==> src/rtl/sync_read_regfile_if.sv <==
// Bus bundle for sync_read_regfile: one write port plus a paired read request
// that returns two registered read results and a valid flag.
interface sync_read_regfile_if #(
  parameter int WIDTH  = 64,
  parameter int ADDR_W = 5
);
  logic              writeEnable;
  logic [ADDR_W-1:0] writeReg;
  logic [WIDTH-1:0]  writeData;
  logic              readReq;
  logic [ADDR_W-1:0] readReg1;
  logic [ADDR_W-1:0] readReg2;
  logic [WIDTH-1:0]  readData1;
  logic [WIDTH-1:0]  readData2;
  logic              readValid;

  // The requester drives strobes and addresses and consumes the read results.
  modport master (
    output writeEnable, writeReg, writeData,
    output readReq, readReg1, readReg2,
    input  readData1, readData2, readValid
  );

  // The register file accepts requests and returns registered read results.
  modport slave (
    input  writeEnable, writeReg, writeData,
    input  readReq, readReg1, readReg2,
    output readData1, readData2, readValid
  );
endinterface

==> src/rtl/sync_read_regfile.sv <==
// sync_read_regfile: 32 x 64-bit register file with one write port and two
// synchronous read ports. Register 31 is hardwired to zero. Read results and
// readValid come from flops one cycle after an accepted readReq.
// Optional feature macro: REGFILE_BYPASS_EN -- when defined, a read that hits
// the address being written on the same edge returns the new writeData
// (per port); when undefined it returns the pre-write contents.
module sync_read_regfile #(
  parameter int DEPTH  = 32,
  parameter int WIDTH  = 64,
  parameter int ADDR_W = 5
) (
  input  logic                clk,
  input  logic                reset,
  sync_read_regfile_if.slave  bus
);

  localparam logic [ADDR_W-1:0] ZERO_REG = ADDR_W'(DEPTH - 1);

  logic [WIDTH-1:0] mem [DEPTH];
  logic [WIDTH-1:0] nextData1;
  logic [WIDTH-1:0] nextData2;
  logic             writeHit1;
  logic             writeHit2;

  // Detect a same-edge write to the address each read port is requesting;
  // the zero register never takes part in a collision.
  always_comb begin
    writeHit1 = 1'b0;
    writeHit2 = 1'b0;
    if (bus.writeEnable && bus.writeReg != ZERO_REG) begin
      writeHit1 = (bus.writeReg == bus.readReg1);
      writeHit2 = (bus.writeReg == bus.readReg2);
    end
  end

  // Select the value each port will capture: zero for register 31, optionally
  // the in-flight write data on a collision, otherwise the stored entry.
  always_comb begin
    nextData1 = mem[bus.readReg1];
    nextData2 = mem[bus.readReg2];
`ifdef REGFILE_BYPASS_EN
    if (writeHit1) nextData1 = bus.writeData;
    if (writeHit2) nextData2 = bus.writeData;
`else
    if (writeHit1 && writeHit2) begin
      nextData1 = mem[bus.readReg1];
      nextData2 = mem[bus.readReg2];
    end
`endif
    if (bus.readReg1 == ZERO_REG) nextData1 = '0;
    if (bus.readReg2 == ZERO_REG) nextData2 = '0;
  end

  // Storage update: reset clears every entry, writes to register 31 are dropped.
  always_ff @(posedge clk) begin
    if (reset) begin
      for (int i = 0; i < DEPTH; i++) begin
        mem[i] <= '0;
      end
    end else if (bus.writeEnable && bus.writeReg != ZERO_REG) begin
      mem[bus.writeReg] <= bus.writeData;
    end
  end

  // Read result registers: capture on an accepted request, otherwise hold data
  // and drop readValid so it is high for exactly one cycle per request.
  always_ff @(posedge clk) begin
    if (reset) begin
      bus.readData1 <= '0;
      bus.readData2 <= '0;
      bus.readValid <= 1'b0;
    end else if (bus.readReq) begin
      bus.readData1 <= nextData1;
      bus.readData2 <= nextData2;
      bus.readValid <= 1'b1;
    end else begin
      bus.readValid <= 1'b0;
    end
  end

endmodule

==> src/flat_wrapper.sv <==
// flat-port wrapper written by rule: the top's interface ports become plain ports
module sync_read_regfile_flat 
#(
  parameter int DEPTH  = 32,
  parameter int WIDTH  = 64,
  parameter int ADDR_W = 5
)
  (clk, reset, bus_writeEnable, bus_writeReg, bus_writeData, bus_readReq, bus_readReg1, bus_readReg2, bus_readData1, bus_readData2, bus_readValid);
  sync_read_regfile_if #(.WIDTH(WIDTH), .ADDR_W(ADDR_W)) bus_i ();
  input  logic clk;
  input  logic reset;
  input wire logic [$bits(bus_i.writeEnable)-1:0] bus_writeEnable;
  input wire logic [$bits(bus_i.writeReg)-1:0] bus_writeReg;
  input wire logic [$bits(bus_i.writeData)-1:0] bus_writeData;
  input wire logic [$bits(bus_i.readReq)-1:0] bus_readReq;
  input wire logic [$bits(bus_i.readReg1)-1:0] bus_readReg1;
  input wire logic [$bits(bus_i.readReg2)-1:0] bus_readReg2;
  output wire logic [$bits(bus_i.readData1)-1:0] bus_readData1;
  output wire logic [$bits(bus_i.readData2)-1:0] bus_readData2;
  output wire logic [$bits(bus_i.readValid)-1:0] bus_readValid;
  assign bus_i.writeEnable = bus_writeEnable;
  assign bus_i.writeReg = bus_writeReg;
  assign bus_i.writeData = bus_writeData;
  assign bus_i.readReq = bus_readReq;
  assign bus_i.readReg1 = bus_readReg1;
  assign bus_i.readReg2 = bus_readReg2;
  assign bus_readData1 = bus_i.readData1;
  assign bus_readData2 = bus_i.readData2;
  assign bus_readValid = bus_i.readValid;
  sync_read_regfile #(.DEPTH(DEPTH), .WIDTH(WIDTH), .ADDR_W(ADDR_W)) u_core (.clk(clk), .reset(reset), .bus(bus_i));
endmodule
==> config.mk <==
export PLATFORM = sky130hd
export DESIGN_NAME = sync_read_regfile_flat
export DESIGN_NICKNAME = d
export VERILOG_FILES = /design/src/rtl/sync_read_regfile_if.sv /design/src/rtl/sync_read_regfile.sv /design/src/flat_wrapper.sv
export SDC_FILE = /design/constraint.sdc
export NUM_CORES = 2
export LEC_CHECK = 0
export BUFFER_PORTS_ARGS = -buffer_cell sky130_fd_sc_hd__buf_2
export CORE_MARGIN = 2
export CORE_UTILIZATION = 42
export DETAILED_ROUTE_END_ITERATION = 10
export PLACE_DENSITY_LB_ADDON = 0.1
export SLEW_MARGIN = 20
export SYNTH_ARGS = -nofsm -noshare
export SYNTH_HDL_FRONTEND = slang
export SYNTH_SLANG_ARGS = --single-unit
==> constraint.sdc <==
create_clock -name clk -period 3.85 [get_ports clk]
set_clock_uncertainty 0.2 [all_clocks]
set_input_delay 0.1925 -clock clk [delete_from_list [all_inputs] [get_ports clk]]
set_output_delay 0.1925 -clock clk [all_outputs]
set_load 0.005 [all_outputs]
==> run_results.csv <==
group,metric,value,unit
outcome,status,"finished, final reports clean",
yosys,yosysSeqAreaShare,57.3,%
yosys,netlist.area_leader.share,55.0,%
yosys,yosys.cell_count.top_type,"edfxtp_1",
clock_network,clkLatencyLatePin,0.94,ns
yosys,postSynthCellCount,7405,
clock_network,cts_tree,"done",
sta,timing.fmax,283,MHz
worst_setup_path,cp_max_fo,126,
global_routing,grt_max_degree,127,
worst_setup_path,startpoint,"bus_readReg1[3]",
clock_network,root_buffer,"clkbuf_16",
placement,place.gp.congestion,0.823,
sta,min_period,3.53,ns
yosys,yosys_warnings,0,
worst_setup_path,r2r_slack,0.96,ns
floorplanning,num_rows,189,
drt,vias_per_cell,6.50,
sta,maxSlewViolCount,0,
clock_network,clk_pin_slew_worst_paths,0.06,ns
worst_setup_path,crit_type,"input pin to register",
placement,io_buffers,211,
clock_network,clock_path_buffers,3,
final_layout,drive_gt1_share,23.9,%
global_routing,grt_pass1_vias,73000,
clock_network,cts_setup_buffers,0,
yosys,ys_types,52,
sta,rsz0062_at_grt,"false",
drt,wl_per_cell,40.2,um
yosys,synth.cell_area,112000,um^2
floorplanning,io_pins,212,
floorplanning,die_w,520,um
yosys,synth_top_area_cell,"edfxtp_1",
sta,setup_viol,0,
sta,fin_tns_setup,0,ns
drt,drtAntennaViolNets,0,
final_layout,multiInputGateArea,44900,um^2
yosys,synth_edf_count,2048,
clock_network,cts_max_level,4,
drt,vias,73400,
global_routing,grt_antenna_before_repair,58,
worst_setup_path,cp_slowest_stage_delay,0.83,ns
sta,min_period_over_period,91.8,%
hold_path,min_path_type,"input pin to register",
worst_setup_path,critPathLaunchType,"input pin",
final_layout,seq_area,64100,um^2
job,cap_viol_max_count,0,
drt,drt_iter0_markers,12600,
worst_setup_path,cp_common_cell,"dlygate4sd3_1",
worst_setup_path,r2r-start,"u_core.mem[7][43]",
worst_setup_path,worst_path_max_delay_cell,"buf_12",
pwr,irDropWorstVdd,0.554,mV
final_layout,fillers,22500,
floorplanning,die_h,520,um
sta,slew_headroom,14.5,%
worst_setup_path,timing.rr.end,"u_core.bus.readData1[43]",
drt,dr.pass1.iters,6,
clock_network,clock-sinks,2177,
floorplanning,die_area,271000,um^2
hold_path,hold_end,"u_core.mem[31][1]",
worst_setup_path,crit_buf_inv,5,
hold_path,holdPathStages,2,
worst_setup_path,critPathCaptureType,"register",
yosys,async_flop_share,0,%
pwr,p_total,0.0583,W
worst_setup_path,cp.required,4.47,ns
worst_setup_path,crit_path_cell_trace,"dlygate4sd3_1 > clkbuf_8 > nand3_4 > buf_12 > o22ai_1 > a211oi_1 > o21ai_0 > dlygate4sd3_1 > a22o_1 > dlygate4sd3_1",
yosys,yosys_register_bits,2177,
worst_setup_path,reg2reg_depth,6,
sta,max_slew.worst_pin.slew,1.28,ns
floorplanning,start_util,42.2,%
worst_setup_path,cp.arrival,4.16,ns
global_routing,grtUsageTotal,33.3,%
yosys,ys_top_cells_by_area,"edfxtp_1 55%, mux4_2 17%, and2_1 11%, mux2i_1 4.4%, dfxtp_1 2.3%",
placement,dpl.hpwl,245000,um
pwr,p_leak,44.8,nW
yosys,synth.avg_cell_area,15.1,um^2
final_layout,area_growth,13.9,%
drt,drc_errors,0,
hold_path,hold_start,"reset",
floorplanning,core,265000,um^2
pwr,power_density,457,nW/um^2
yosys,synthTopCellsByCount,"2048 x edfxtp_1, 1985 x and2_1, 869 x mux4_2, 583 x clkbuf_1, 495 x mux2i_1",
worst_setup_path,crit_family,"buffers and inverters",
global_routing,grt_overflow,0,
yosys,synth-main-ff-cell,"edfxtp_1",
sta,hold_viol,0,
global_routing,grt_pass1_wl,620000,um
drt,wl,454000,um
clock_network,cts_buffers,240,
final_layout,nets,7577,
[flip-flops by register name, indices dropped and copies added, names as in the netlist]
register and flops:
u_core.bus.readData1 64, u_core.bus.readValid 1, u_core.mem 2048, u_core.bus.readData2 64
[how the worst max path moves through the flow]
stage | cells after the start | slack [ns] | endpoint
2_1_floorplan | 2 | 0.98 | u_core.mem[31][0]
3_3_place_gp | 6 | 0.76 | u_core.mem[13][12]
3_5_place_dp | 7 | 0.73 | u_core.bus.readData1[50]
4_1_cts | 10 | 0.46 | u_core.bus.readData1[43]
5_1_grt | 10 | 0.29 | u_core.bus.readData1[43]
6_report | 10 | 0.32 | u_core.bus.readData1[43]
[placed cells by master (no fill, tap or decap), types with 29 or more instances in the layout]
master	netlist	routed
a211oi_1	70	70
a21oi_1	149	149
a221o_1	46	46
a22o_1	74	74
a22oi_1	98	98
and2_1	1985	1984
buf_12	7	142
buf_2	132	201
buf_4	22	164
clkbuf_1	583	60
clkbuf_16	0	242
clkinv_1	1	48
clkinv_2	0	46
conb_1	1	64
dfxtp_1	129	129
diode_2	0	38
dlygate4sd3_1	0	81
edfxtp_1	2048	2048
mux2i_1	495	495
mux4_2	869	869
nand2_1	91	88
nand3_1	30	29
nor2_1	83	49
nor2_4	0	34
o21ai_0	67	66
o221ai_1	69	69
o22ai_1	95	95
or2_4	0	31
[power by group]
part           switching, W  total, W  internal, W
logic               0.00395   0.00670      0.00275
clock network        0.0104    0.0235       0.0132
registers          0.000815    0.0280       0.0272
[worst reg2reg max path, stage by stage, from the launching register on]
cell,delay (ns)
edfxtp_1,0.38
mux4_2,0.49
a211oi_1,0.26
o21ai_0,0.13
dlygate4sd3_1,0.59
a22o_1,0.18
dlygate4sd3_1,0.55
[stage by stage]
step / util (%) / hold slack, ns / instance area [um^2] / setup slack [ns] / cells
2_1_floorplan: - / 0.191 / 112000 / 0.975 / 7468
3_3_place_gp: 44.7 / 0.261 / 119000 / 0.758 / 10700
3_5_place_dp: 44.8 / 0.260 / 119000 / 0.732 / 10700
4_1_cts: 48.1 / 0.0284 / 127000 / 0.462 / 11200
5_1_grt: 48.1 / 0.0632 / 127000 / 0.285 / 11300
6_report: 48.1 / 0.105 / 127000 / 0.317 / 11300
[layer usage]
| layer | share of wire (%) | global-route usage, % |
|---|---|---|
| met3 | 11 | 6.24 |
| met1 | 38 | 45.3 |
| met2 | 46 | 52.3 |
| met5 | 0.015 | 0 |
| met4 | 4.7 | 14.7 |
[final cells by class]
type | count | share of cell area, %
antenna | 38 | 0.0746
clock buffer | 327 | 5.20
clock inverter | 133 | 1.03
inverter | 3 | 0.00981
multi-input combinational | 4473 | 35.2
sequential | 2177 | 50.3
tap | 3533 | 3.47
timing repair buffer | 599 | 4.76
[timing repair]
action                                  4_1_cts  5_1_grt
gates resized for setup                       0        0
endpoints found under the hold margin      2257        0
hold buffers                                 81        0
endpoints found under the setup margin        0        0
[cell families (layout without fill, tap and decap cells)]
family | count (synthesis) | count (layout) | share of synthesized area, %
buffers and inverters | 818 | 1062 | 3.24
flip-flops | 2177 | 2177 | 57.3
AND/OR/NAND/NOR | 2281 | 2281 | 12.3
multiplexers | 1393 | 1393 | 22.5
other | 1 | 102 | 0.00335
AO/OA/AOI/OAI | 735 | 735 | 4.65
Power figures use the tool's default switching activity.
